File: config.mk
export PLATFORM = sky130hd
export DESIGN_NAME = voice_recognition
export DESIGN_NICKNAME = d
export VERILOG_FILES = /design/src/rtl/voice_pkg.sv /design/src/rtl/voice_rx_if.sv /design/src/rtl/voice_uart_rx.sv /design/src/rtl/voice_recognition.sv
export SDC_FILE = /design/constraint.sdc
export NUM_CORES = 1
export LEC_CHECK = 0
export BUFFER_PORTS_ARGS = -buffer_cell sky130_fd_sc_hd__buf_2
export CAP_MARGIN = 20
export CORE_MARGIN = 4
export CORE_UTILIZATION = 35
export CTS_CLUSTER_DIAMETER = 80
export DETAILED_ROUTE_END_ITERATION = 8
export PLACE_DENSITY = 0.47
export SLEW_MARGIN = 20
export SYNTH_ARGS = -nofsm -noshare
export SYNTH_HDL_FRONTEND = slang
export SYNTH_SLANG_ARGS = --single-unit
File: constraint.sdc
create_clock -name CLK -period 8.9 [get_ports CLK]
set_input_delay 0 -clock CLK [delete_from_list [all_inputs] [get_ports CLK]]
set_output_delay 0 -clock CLK [all_outputs]
set_load 0.05 [all_outputs]
File: src/rtl/voice_pkg.sv
// Shared types and constants for the spoken-digit classifier.
//   voice_state_t : classifier FSM encoding (exposed in STATE[31:30])
//   rx_state_t    : UART receiver sequencing
//   TMPL / SEG    : digit templates and 7-segment codes {g,f,e,d,c,b,a}
//   calc_div      : clocks per UART bit, rounded to nearest
package voice_pkg;

   typedef enum logic [1:0] {
      ST_IDLE  = 2'd0,
      ST_ACCUM = 2'd1,
      ST_MATCH = 2'd2,
      ST_DONE  = 2'd3
   } voice_state_t;

   typedef enum logic [2:0] {
      RX_IDLE,
      RX_START,
      RX_DATA,
      RX_PAR,
      RX_STOP,
      RX_BREAK
   } rx_state_t;

   // Template for digit d is 16 + 24*d
   localparam logic [7:0] TMPL [0:9] = '{
      8'd16, 8'd40, 8'd64, 8'd88, 8'd112,
      8'd136, 8'd160, 8'd184, 8'd208, 8'd232
   };

   localparam logic [6:0] SEG [0:9] = '{
      7'h3F, 7'h06, 7'h5B, 7'h4F, 7'h66,
      7'h6D, 7'h7D, 7'h07, 7'h7F, 7'h6F
   };

   function automatic int calc_div(input int clk_freq, input int baud_rate);
      return (clk_freq + baud_rate / 2) / baud_rate;
   endfunction

endpackage

File: src/rtl/voice_rx_if.sv
// Received-byte channel between the UART receiver and the classifier top.
//   rx_byte    : last good byte (valid while byte_valid is high)
//   byte_valid : one-cycle pulse per good frame
//   frame_err  : one-cycle pulse per bad frame (stop or parity failure)
interface voice_rx_if;
   logic [7:0] rx_byte;
   logic       byte_valid;
   logic       frame_err;

   modport master (output rx_byte, output byte_valid, output frame_err);
   modport slave  (input  rx_byte, input  byte_valid, input  frame_err);
endinterface

File: src/rtl/voice_uart_rx.sv
// UART receiver: 2-FF synchronizer, mid-bit sampling, even parity and
// stop-bit check.
//   CLK, RST_N : clock, async active-low reset
//   i_rxd      : serial input, idle high
//   rx         : byte / byte_valid / frame_err pulses to the top
module voice_uart_rx
   import voice_pkg::*;
#(
   parameter int CLK_FREQ   = 3684000,
   parameter int BAUD_RATE  = 115200,
   parameter int PARITY_BIT = 0
) (
   input  logic       CLK,
   input  logic       RST_N,
   input  logic       i_rxd,
   voice_rx_if.master rx
);

   localparam int          DIV     = calc_div(CLK_FREQ, BAUD_RATE);
   localparam logic [15:0] FULL_M1 = 16'(DIV - 1);
   localparam logic [15:0] HALF_M1 = 16'(DIV / 2 - 1);

   logic        r_sync1;
   logic        r_sync2;
   rx_state_t   r_state;
   logic [15:0] r_cnt;
   logic [2:0]  r_bit;
   logic [7:0]  r_shift;
   logic        r_par_ok;

   always_ff @(posedge CLK or negedge RST_N) begin
      if (!RST_N) begin
         r_sync1       <= 1'b1;
         r_sync2       <= 1'b1;
         r_state       <= RX_IDLE;
         r_cnt         <= '0;
         r_bit         <= '0;
         r_shift       <= '0;
         r_par_ok      <= 1'b1;
         rx.rx_byte    <= '0;
         rx.byte_valid <= 1'b0;
         rx.frame_err  <= 1'b0;
      end else begin
         r_sync1       <= i_rxd;
         r_sync2       <= r_sync1;
         rx.byte_valid <= 1'b0;
         rx.frame_err  <= 1'b0;
         case (r_state)
            RX_IDLE: begin
               if (!r_sync2) begin
                  r_cnt   <= HALF_M1;
                  r_state <= RX_START;
               end
            end
            RX_START: begin
               if (r_cnt != 0) begin
                  r_cnt <= r_cnt - 16'd1;
               end else if (r_sync2) begin
                  r_state <= RX_IDLE;          // glitch, not a start bit
               end else begin
                  r_cnt    <= FULL_M1;
                  r_bit    <= '0;
                  r_par_ok <= 1'b1;
                  r_state  <= RX_DATA;
               end
            end
            RX_DATA: begin
               if (r_cnt != 0) begin
                  r_cnt <= r_cnt - 16'd1;
               end else begin
                  r_shift <= {r_sync2, r_shift[7:1]};
                  r_cnt   <= FULL_M1;
                  r_bit   <= r_bit + 3'd1;
                  if (r_bit == 3'd7)
                     r_state <= (PARITY_BIT != 0) ? RX_PAR : RX_STOP;
               end
            end
            RX_PAR: begin
               if (r_cnt != 0) begin
                  r_cnt <= r_cnt - 16'd1;
               end else begin
                  r_par_ok <= (r_sync2 == ^r_shift);
                  r_cnt    <= FULL_M1;
                  r_state  <= RX_STOP;
               end
            end
            RX_STOP: begin
               if (r_cnt != 0) begin
                  r_cnt <= r_cnt - 16'd1;
               end else if (r_sync2 && r_par_ok) begin
                  rx.rx_byte    <= r_shift;
                  rx.byte_valid <= 1'b1;
                  r_state       <= RX_IDLE;
               end else begin
                  rx.frame_err <= 1'b1;
                  r_state      <= RX_BREAK;
               end
            end
            // A low stop bit leaves the line low for the rest of the bit;
            // wait for it to go high so that tail is not taken as a new start.
            RX_BREAK: begin
               if (r_sync2)
                  r_state <= RX_IDLE;
            end
            default: r_state <= RX_IDLE;
         endcase
      end
   end

endmodule

File: src/rtl/voice_recognition.sv
// Spoken-digit classifier: UART samples fill a 16-entry circular buffer,
// VLD averages the buffer and picks the nearest digit template, `send`
// echoes the last received byte.
//   CLK, RST_N       : clock, async active-low reset
//   UART_RXD/TXD     : serial in / out, idle high
//   send, VLD        : echo request (rising edge), classify pulse
//   BUSY, FRAME_ERR  : transmitter active, last frame bad
//   result           : 7-segment code of last digit
//   STATE            : {fsm, digit, wr_ptr, 2'b0, sum, last_byte}
//
// state    | meaning
// ST_IDLE  | wait for VLD
// ST_ACCUM | add buffer[0..15] into sum, one entry per cycle
// ST_MATCH | compare avg against templates 0..9, keep closest
// ST_DONE  | register digit and 7-segment result
module voice_recognition
   import voice_pkg::*;
#(
   parameter int CLK_FREQ   = 3684000,
   parameter int BAUD_RATE  = 115200,
   parameter int PARITY_BIT = 0
) (
   input  logic        CLK,
   input  logic        RST_N,
   input  logic        UART_RXD,
   input  logic        send,
   input  logic        VLD,
   output logic        UART_TXD,
   output logic        BUSY,
   output logic        FRAME_ERR,
   output logic [6:0]  result,
   output logic [31:0] STATE
);

   localparam int          DIV     = calc_div(CLK_FREQ, BAUD_RATE);
   localparam logic [15:0] FULL_M1 = 16'(DIV - 1);
   localparam logic [3:0]  TX_LAST = (PARITY_BIT != 0) ? 4'd10 : 4'd9;

   voice_rx_if u_rx_if ();

   voice_uart_rx #(
      .CLK_FREQ   (CLK_FREQ),
      .BAUD_RATE  (BAUD_RATE),
      .PARITY_BIT (PARITY_BIT)
   ) u_rx (
      .CLK   (CLK),
      .RST_N (RST_N),
      .i_rxd (UART_RXD),
      .rx    (u_rx_if.master)
   );

   // ---------------- sample buffer ----------------
   logic [7:0] r_buf [16];
   logic [3:0] r_wr_ptr;
   logic [7:0] r_last_byte;
   logic       r_frame_err;

   always_ff @(posedge CLK or negedge RST_N) begin
      if (!RST_N) begin
         for (int i = 0; i < 16; i++) r_buf[i] <= '0;
         r_wr_ptr    <= '0;
         r_last_byte <= '0;
         r_frame_err <= 1'b0;
      end else if (u_rx_if.byte_valid) begin
         r_buf[r_wr_ptr] <= u_rx_if.rx_byte;
         r_wr_ptr        <= r_wr_ptr + 4'd1;
         r_last_byte     <= u_rx_if.rx_byte;
         r_frame_err     <= 1'b0;
      end else if (u_rx_if.frame_err) begin
         r_frame_err <= 1'b1;
      end
   end

   // ---------------- transmitter ----------------
   logic        r_send_d;
   logic        r_busy;
   logic        r_txd;
   logic [9:0]  r_tx_sh;
   logic [15:0] r_tx_cnt;
   logic [3:0]  r_tx_left;
   logic [9:0]  w_tx_bits;

   // Bits following the start bit; a spare trailing 1 in 8N1 is never sent.
   assign w_tx_bits = (PARITY_BIT != 0) ? {1'b1, ^r_last_byte, r_last_byte}
                                        : {2'b11, r_last_byte};

   always_ff @(posedge CLK or negedge RST_N) begin
      if (!RST_N) begin
         r_send_d  <= 1'b0;
         r_busy    <= 1'b0;
         r_txd     <= 1'b1;
         r_tx_sh   <= '0;
         r_tx_cnt  <= '0;
         r_tx_left <= '0;
      end else begin
         r_send_d <= send;
         if (!r_busy) begin
            if (send && !r_send_d) begin
               r_busy    <= 1'b1;
               r_txd     <= 1'b0;
               r_tx_sh   <= w_tx_bits;
               r_tx_cnt  <= FULL_M1;
               r_tx_left <= TX_LAST;
            end
         end else if (r_tx_cnt != 0) begin
            r_tx_cnt <= r_tx_cnt - 16'd1;
         end else if (r_tx_left == 0) begin
            r_busy <= 1'b0;
            r_txd  <= 1'b1;
         end else begin
            r_txd     <= r_tx_sh[0];
            r_tx_sh   <= {1'b1, r_tx_sh[9:1]};
            r_tx_cnt  <= FULL_M1;
            r_tx_left <= r_tx_left - 4'd1;
         end
      end
   end

   // ---------------- classifier ----------------
   voice_state_t r_state;
   logic [3:0]   r_idx;
   logic [11:0]  r_sum;
   logic [7:0]   r_best;
   logic [3:0]   r_best_d;
   logic [3:0]   r_digit;
   logic [6:0]   r_result;
   logic [7:0]   w_avg;
   logic [7:0]   w_tmpl;
   logic [7:0]   w_diff;

   always_comb begin
      w_avg  = r_sum[11:4];
      w_tmpl = (r_idx < 4'd10) ? TMPL[r_idx] : 8'd0;
      w_diff = (w_avg >= w_tmpl) ? (w_avg - w_tmpl) : (w_tmpl - w_avg);
   end

   always_ff @(posedge CLK or negedge RST_N) begin
      if (!RST_N) begin
         r_state  <= ST_IDLE;
         r_idx    <= '0;
         r_sum    <= '0;
         r_best   <= '0;
         r_best_d <= '0;
         r_digit  <= '0;
         r_result <= '0;
      end else begin
         case (r_state)
            ST_IDLE: begin
               if (VLD) begin
                  r_state <= ST_ACCUM;
                  r_idx   <= '0;
                  r_sum   <= '0;
               end
            end
            ST_ACCUM: begin
               // Read live so a byte landing in a not-yet-read entry is counted.
               r_sum <= r_sum + {4'd0, r_buf[r_idx]};
               r_idx <= r_idx + 4'd1;
               if (r_idx == 4'd15)
                  r_state <= ST_MATCH;
            end
            ST_MATCH: begin
               // Strict compare keeps the lower digit on a tie.
               if (r_idx == 4'd0 || w_diff < r_best) begin
                  r_best   <= w_diff;
                  r_best_d <= r_idx;
               end
               if (r_idx == 4'd9)
                  r_state <= ST_DONE;
               else
                  r_idx <= r_idx + 4'd1;
            end
            ST_DONE: begin
               r_digit  <= r_best_d;
               r_result <= SEG[r_best_d];
               r_state  <= ST_IDLE;
            end
            default: r_state <= ST_IDLE;
         endcase
      end
   end

   assign UART_TXD  = r_txd;
   assign BUSY      = r_busy;
   assign FRAME_ERR = r_frame_err;
   assign result    = r_result;
   assign STATE     = {r_state, r_digit, r_wr_ptr, 2'b00, r_sum, r_last_byte};

endmodule

## Word-level counts from Yosys, hierarchy flattened

Memories as Yosys holds them, arrays and structs flattened. A register that Yosys moved wholly into a read port is not among the register bits.
Cells that the tools add are included.

| cells by class | value |
|---|---|
| bitwise operators | 4 |
| add/sub/neg operators | 9 |
| mux-type cells | 71 |
| magnitude comparators | 6 |
| reduce and logical (&&, ||, !) cells | 34 |
| equality and inequality tests | 29 |

Operators by type and width:

| operator | count |
|---|---|
| 16-bit two-way mux | 9 |
| 128-bit bitwise mux | 1 |
| 16-bit one-hot mux with 4 select lines | 1 |
| 8-bit two-way mux | 7 |
| 10-bit two-way mux | 4 |
| 3-bit two-way mux | 11 |
| 8-bit binary-select mux with 4-bit select | 1 |
| 8-bit demux with 4-bit select | 1 |
| 16-bit nonzero test | 2 |
| 16-bit by 1-bit subtractor with 16-bit output, second input constant | 2 |
| 4-bit two-way mux | 6 |
| 2-bit inequality test, second input constant | 12 |
| 12-bit one-hot mux with 2 select lines | 1 |
| 1-bit two-way mux | 19 |
| 3-bit one-hot mux with 6 select lines | 1 |
| 8-bit subtractor | 2 |
| 4-bit inverter with 5-bit output | 3 |
| 12-bit by 8-bit adder with 12-bit output | 1 |
| 12-bit two-way mux | 1 |
| 4-bit one-hot mux with 3 select lines | 1 |
| 3-bit AND reduction | 4 |
| 4-bit AND reduction | 3 |
| 5-bit greater-or-equal comparator, second input constant | 2 |
| 2-bit AND reduction | 5 |
| other kinds (33) | 53 |

| storage, ports and cells | value |
|---|---|
| output and inout port bits | 42 |
| logic and storage cells | 196 |
| memories kept | 2 |
| register bits | 251 |
| bits in read-only memories | 240 |
| input bits | 5 |

Memories:

| memory | words | width | read ports | clocked after memory_dff | write ports | RTL line | text |
|---|---|---|---|---|---|---|---|
| (name not given) | 16 | 8 | 1 | 0 | 0 | voice_recognition.sv:133 | `w_tmpl = (r_idx < 4'd10) ? TMPL[r_idx] : 8'd0;` |
| (name not given) | 16 | 7 | 1 | 1 | 0 | voice_recognition.sv:175 | `r_result <= SEG[r_best_d];` |

## Depth between registers and ports, before layout

| depth | value |
|---|---|
| word-level depth | 10 |
| gate-level depth with buffers | 22 |
| depth with buffers taken out | 19 |

## By module

Synthesis repeated with hierarchy kept, for this count alone.

| second synthesis, totals | value |
|---|---|
| cells, all modules | 1089 |
| area, all modules | 13183.9 sq um |

Modules (own cells, without submodules):

| module | sequential area each (sq um) | area each (sq um) | cells each | times used |
|---|---|---|---|---|
| voice_recognition | 5381.4 | 10862.9 | 858 | 1 |
| voice_uart_rx | 1079.8 | 2321.0 | 231 | 1 |

## Worst setup path after synthesis

No wires, ideal clock.

| path | value |
|---|---|
| path kind | register to register |
| start | reg r_idx[1] |
| end | reg r_best[1] |
| stages on the path, launching flop included | 22 |
| data arrival time | 4456 ps |
| period minus slack after synthesis | 4581 ps |
| data required time | 8775 ps |
| path slack | 4319 ps |
| library setup time | 125 ps |
| path buffers | 3 |
| cell sequence | dfrtp_1 > clkbuf_1 > buf_1 > inv_1 > ha_1 > nor2_1 > a21oi_1 > inv_1 > ha_1 > or2_2 > o311a_1 > o21ai_0 > a211o_1 > nand3_1 > ha_1 > nand2_1 > nor2_1 > o21ai_0 > a21o_1 > a31oi_1 > buf_2 > mux2_2 |

| between the ends | value |
|---|---|
| word-level cells in the longest chain between the ends | 10 |
| elaborated cells between the ends (all ways) | 14 |
| those cells by class | 2 x add/sub; 3 x order compare; 4 x mux; 1 x bitwise; 3 x reduce/logical; 1 x memory |

Ends and longest elaborated chain:

| what | RTL line | text |
|---|---|---|
| start, declared | voice_recognition.sv:121 | `logic [3:0] r_idx;` |
| start signal, assigned | voice_recognition.sv:158 | `r_idx <= r_idx + 4'd1;` |
| start signal, assigned | voice_recognition.sv:171 | `r_idx <= r_idx + 4'd1;` |
| 4-bit inverter with 5-bit output (implied by the code) | voice_recognition.sv:133 |  |
| memory 16 x 8 bit | n/a |  |
| 8-bit two-way mux (implied by the code) (2 in series) | voice_recognition.sv:133 |  |
| 8-bit two-way mux (*) | voice_recognition.sv:133 |  |
| 8-bit subtractor / 8-bit greater-or-equal comparator (equally long branches) | voice_recognition.sv:134 | `w_diff = (w_avg >= w_tmpl) ? (w_avg - w_tmpl) : (w_tmpl - w_avg);` |
| 8-bit two-way mux (*) | voice_recognition.sv:134 |  |
| named net w_diff[7] | voice_recognition.sv:129 | `logic [7:0] w_diff;` |
| 8-bit less-than comparator (*) | voice_recognition.sv:164 | `if (r_idx == 4'd0 \|\| w_diff < r_best) begin` |
| 1-bit logical OR (*) | voice_recognition.sv:164 |  |
| 2-bit AND reduction (no source line) (*) | n/a |  |
| end signal, assigned | voice_recognition.sv:165 | `r_best <= w_diff;` |
| end, declared | voice_recognition.sv:123 | `logic [7:0] r_best;` |

The timed path passes the listed nets; every way through them passes the cells marked *. The select of a mux whose other input is x is not followed.
A chain may end at the register's enable or synchronous reset.

## Worst setup path after layout

| path | value |
|---|---|
| start | reg r_idx[2] |
| end | reg r_best[5] |

The elaborated chain is that of the path after synthesis.

==> results_tabular.tex <==
\begin{tabular}{lr}
\hline
Metric & Value \\
\hline
\multicolumn{2}{l}{\textbf{Synthesis}} \\
\quad Top area cells in the synthesized netlist & dfrtp\_1 (48\%), mux2\_2 (13\%), mux4\_2 (6.8\%), ha\_1 (4.9\%), nor2\_1 (2.7\%) \\
\quad Post-synth ARST share & 100\% \\
\quad Distinct cells, synth & 70 \\
\quad Predominant post-synthesis flop cell & dfrtp\_1 \\
\quad Ys Warns & 0 \\
\quad Netlist area before placement & 0.0132 sq mm \\
\quad Portion of synthesized cell area occupied by the leading cell type & approximately half \\
\quad Post-synthesis instance total & 1,120 \\
\quad Library cell occupying the most area in the post-synthesis netlist & dfrtp\_1 \\
\quad Number of flops mapped to enable cells by yosys & 0 \\
\quad Share of the yosys chip area belonging to registers & about half \\
\quad Register bit count reported by yosys & between 200 and 300 \\
\quad Mean instance size in the synthesized netlist & around 12 sq um \\
\multicolumn{2}{l}{\textbf{Power}} \\
\quad Clk network pwr share & 32.6\% \\
\quad Part of the power in combinational logic & 31.3\% \\
\quad Leak Pwr & slightly above 7 nW \\
\quad Total power divided by cell area & 255 mW/mm\^{}2 \\
\quad Pint & 2.48 mW \\
\quad Switch Pwr & about 1.3 mW \\
\quad Overall power of the completed layout & 3.82 mW \\
\quad Worst-case vdd ir drop & about 0.00016 V \\
\quad Net switching share of the total power & 35.0\% \\
\quad Flop pwr share & roughly 36\% \\
\multicolumn{2}{l}{\textbf{Place}} \\
\quad Placed Cells & approximately 1.6k \\
\quad Final Wtd Congestion & approximately 0.8 \\
\quad Post-DP Area & 0.0139 sq mm \\
\quad Half-perimeter wire length of the detailed placement result & just under 20,000 microns \\
\quad Port-buffer cells & 44 \\
\multicolumn{2}{l}{\textbf{Finish}} \\
\quad Layout overhead on the synthesized area & 13.1\% \\
\quad Commonest cells after routing, fill and taps aside & dfrtp\_1 (252), mux2\_2 (155), nor2\_1 (94) \\
\quad Net count reported at finish & approximately 1.2k \\
\quad Fin area & roughly 0.015 sq mm \\
\quad Ratio of cells with drive above 1 in the final layout & roughly 28\% \\
\quad Number of diodes added for antenna fixing & 0 \\
\quad Final Core Density & around two fifths \\
\quad Leading cell type in the layout, fill and taps excluded & dfrtp\_1 \\
\quad Final cell count without fillers & between 1.5k and 2k \\
\multicolumn{2}{l}{\textbf{CTS}} \\
\quad \# resized after CTS & 0 \\
\quad Sink count of the clock tree & $\sim$260 \\
\quad Worst skew pair latency & 0.58 ns \\
\quad CTS hold repair buffers & 4 \\
\quad Clock Path Buffers & 3 \\
\quad Number of H-tree levels & 1 \\
\quad Number of buffers inserted by post-CTS setup repair & 0 \\
\quad Clock slew at reported path FFs & about 0.060 ns \\
\quad TritonCTS clock tree & built \\
\quad Root Buffer Master & clkbuf\_16 \\
\quad Num CTS Buffers & 31 \\
\multicolumn{2}{l}{\textbf{Floorplan}} \\
\quad Rows & 70 \\
\quad Die boundary height & 202 microns \\
\quad Effective utilization at floorplan & a little over a third \\
\quad Placeable core region & 0.0370 sq mm \\
\quad Die outline width & around 200 microns \\
\quad Floorplan die area & about 0.041 sq mm \\
\quad Top-level port count & 47 \\
\multicolumn{2}{l}{\textbf{Timing}} \\
\quad Peak Freq & between 200 and 250 MHz \\
\quad Number of hold-slack violations in the final timing report & 0 \\
\quad Count of endpoints failing setup in the final report & 0 \\
\quad Final setup TNS & 0 ns \\
\quad RSZ-0062 raised after global routing & false \\
\quad Transition at the pin with the smallest max-transition slack & approximately 1.1 ns \\
\quad Worst clock skew & between 0.008 and 0.009 ns \\
\quad Final critical-path share of the clock period & between 50 and 60\% \\
\quad Max-slew headroom at the worst pin & between 20\% and 30\% \\
\quad Crit path time final & slightly below 5 ns \\
\quad Number of pins exceeding their max-slew limit in the final report & 0 \\
\multicolumn{2}{l}{\textbf{Routing}} \\
\quad Number of vias in the routed layout & 8,682 \\
\quad Wire length reported by the detailed router & around 30,000 microns \\
\quad DRC marker count from the first detailed-route iteration & 402 \\
\quad Routed length per placed instance & between 15 and 20 microns \\
\quad Pre-antenna DRT Iters & 4 \\
\quad Number of DRC violations after detailed routing & 0 \\
\quad Final ANT Viol Nets & 0 \\
\quad Via/cell ratio & roughly 5.2 \\
\multicolumn{2}{l}{\textbf{Critical path}} \\
\quad Ordered list of cells on the worst path & nor3\_1 > a21oi\_1 > inv\_1 > ha\_1 > or2\_2 > o311a\_1 > o21ai\_0 > a211o\_1 > nand3\_1 > ha\_1 > nand2\_1 > nor2\_1 > o21ai\_0 > a21o\_1 > a31oi\_1 > buf\_4 > mux2\_2 \\
\quad Crit path max fanout & 23 \\
\quad Slowest stage delay, CP & $\sim$1 ns \\
\quad Worst path required time & approximately 9.4 ns \\
\quad Startpoint class of the critical path & flip-flop \\
\quad CP arrival & $\sim$5.3 ns \\
\quad Nature of the critical path endpoint & flip-flop \\
\quad Crit path max-delay cell type & dfrtp\_1 \\
\quad Category of the most critical setup path & reg -> reg \\
\multicolumn{2}{l}{\textbf{Global route}} \\
\quad GRT Residual Overflow & 0 \\
\quad Number of antenna violations at the first check in global routing & 0 \\
\quad Pin count of the biggest net entering global routing & approximately 120 \\
\quad Global-route wire length before repair & $\sim$50,000 microns \\
\quad Global Route Usage Sum & about 15\% \\
\quad Via count of the first global-routing pass & a little under 9k \\
\multicolumn{2}{l}{\textbf{Hold path}} \\
\quad Hold Path Class & in -> reg \\
\multicolumn{2}{l}{\textbf{Flow run}} \\
\quad Max-capacitance violation count & 0 \\
\multicolumn{2}{l}{\textbf{Status}} \\
\quad Outcome & completed \\
\hline
\end{tabular}
==> sequential cells by signal, indices dropped and copies added, names as in the netlist, 2 cells and up <==
register and cells:
r_best 8, r_best_d 4, r_buf 128, r_digit 4, r_idx 4, r_last_byte 8
r_state 2, r_sum 12, r_tx_cnt 16, r_tx_left 4, r_tx_sh 10, r_wr_ptr 4
result 7, u_rx.r_bit 3, u_rx.r_cnt 16, u_rx.r_shift 8, u_rx.r_state 3, u_rx.rx.rx_byte 8
==> final cells by class <==
type,count,area [sq um]
Clock buffer,47,926
Tap cell,504,631
Fill cell,3581,22000
Timing Repair Buffer,56,330
Multi-Input combinational cell,766,6370
Clock inverter,8,83.8
Sequential cell,258,6460
Inverter,44,165
==> power groups by stage <==
stage	clock network (mW)	registers (mW)	logic, mW
2_1_floorplan	0	1.46	0.866
3_3_place_gp	0	1.40	1.21
3_5_place_dp	0	1.40	1.21
4_1_cts	1.29	1.38	1.21
5_1_grt	1.34	1.40	1.35
6_report	1.25	1.38	1.20
==> synthesized netlist by cell type, types with 6 or more instances <==
cell	instances
nand4_1	9
o21ai_0	51
a31oi_1	12
inv_1	44
nand2_1	64
buf_2	13
o31ai_1	8
a22o_1	6
a211oi_1	8
or3_1	7
nor2_1	94
xor2_1	11
nor4_1	7
o21a_1	6
nand2b_1	9
nor2b_1	13
and3_1	6
xnor2_1	17
nor3_1	22
clkbuf_1	30
nand3_1	27
mux2_2	155
a21oi_1	43
o22ai_1	13
ha_1	52
a21o_1	6
o41ai_1	7
dfrtp_1	254
mux4_2	40
==> path summary, 6_finish.rpt <==
check | startpoint | to | slack (ns) | cells after the start
setup reg to reg | r_idx[2]$_DFFE_PN0P_ | r_best[5]$_DFFE_PN0P_ | 4.08 | 17
hold / removal | UART_RXD | u_rx.r_sync1$_DFF_PN1_ | 0.06 | 2
setup / recovery | r_idx[2]$_DFFE_PN0P_ | r_best[5]$_DFFE_PN0P_ | 4.08 | 17
hold reg to reg | u_rx.r_sync1$_DFF_PN1_ | u_rx.r_sync2$_DFF_PN1_ | 0.36 | 0
min in group asynchronous | RST_N | r_tx_cnt[2]$_DFFE_PN0P_ | 0.11 | 2
max in group asynchronous | RST_N | r_buf[20]$_DFFE_PN0P_ | 7.26 | 3
==> layer usage <==
layer / wire [microns] / track usage (%)
met5: 0 / 0
met3: 1050 / 2.41
met4: 586 / 2.91
met1: 15300 / 22.4
met2: 13200 / 22.6
==> critical path, delay by kind of cell (launching register included) <==
kind,cells,cell delay (ns)
AO/OA/AOI/OAI,7,1.61
adder cells (fa/ha/maj),2,0.65
AND/OR/NAND/NOR,5,0.74
multiplexers,1,0.34
buffers and inverters,2,0.37
flip-flops,1,0.99
==> cells by family after synthesis <==
group                    synth area share [%]
AO/OA/AOI/OAI                            8.58
AND/OR/NAND/NOR                          11.5
adder cells (fa/ha/maj)                  5.22
XOR/XNOR                                 1.85
flip-flops                               48.8
buffers and inverters                    3.07
multiplexers                             20.9
other                                  0.0283
==> metrics by stage <==
stage	worst slack (ns)	hold slack, ns
after global routing	3.60	0.0645
final	4.08	0.0646
after detailed placement	4.02	0.112
after floorplan	4.32	-0.296
after global placement	4.08	0.107
after CTS	4.01	0.0341
Note: power is estimated with default switching activity, not from simulation.
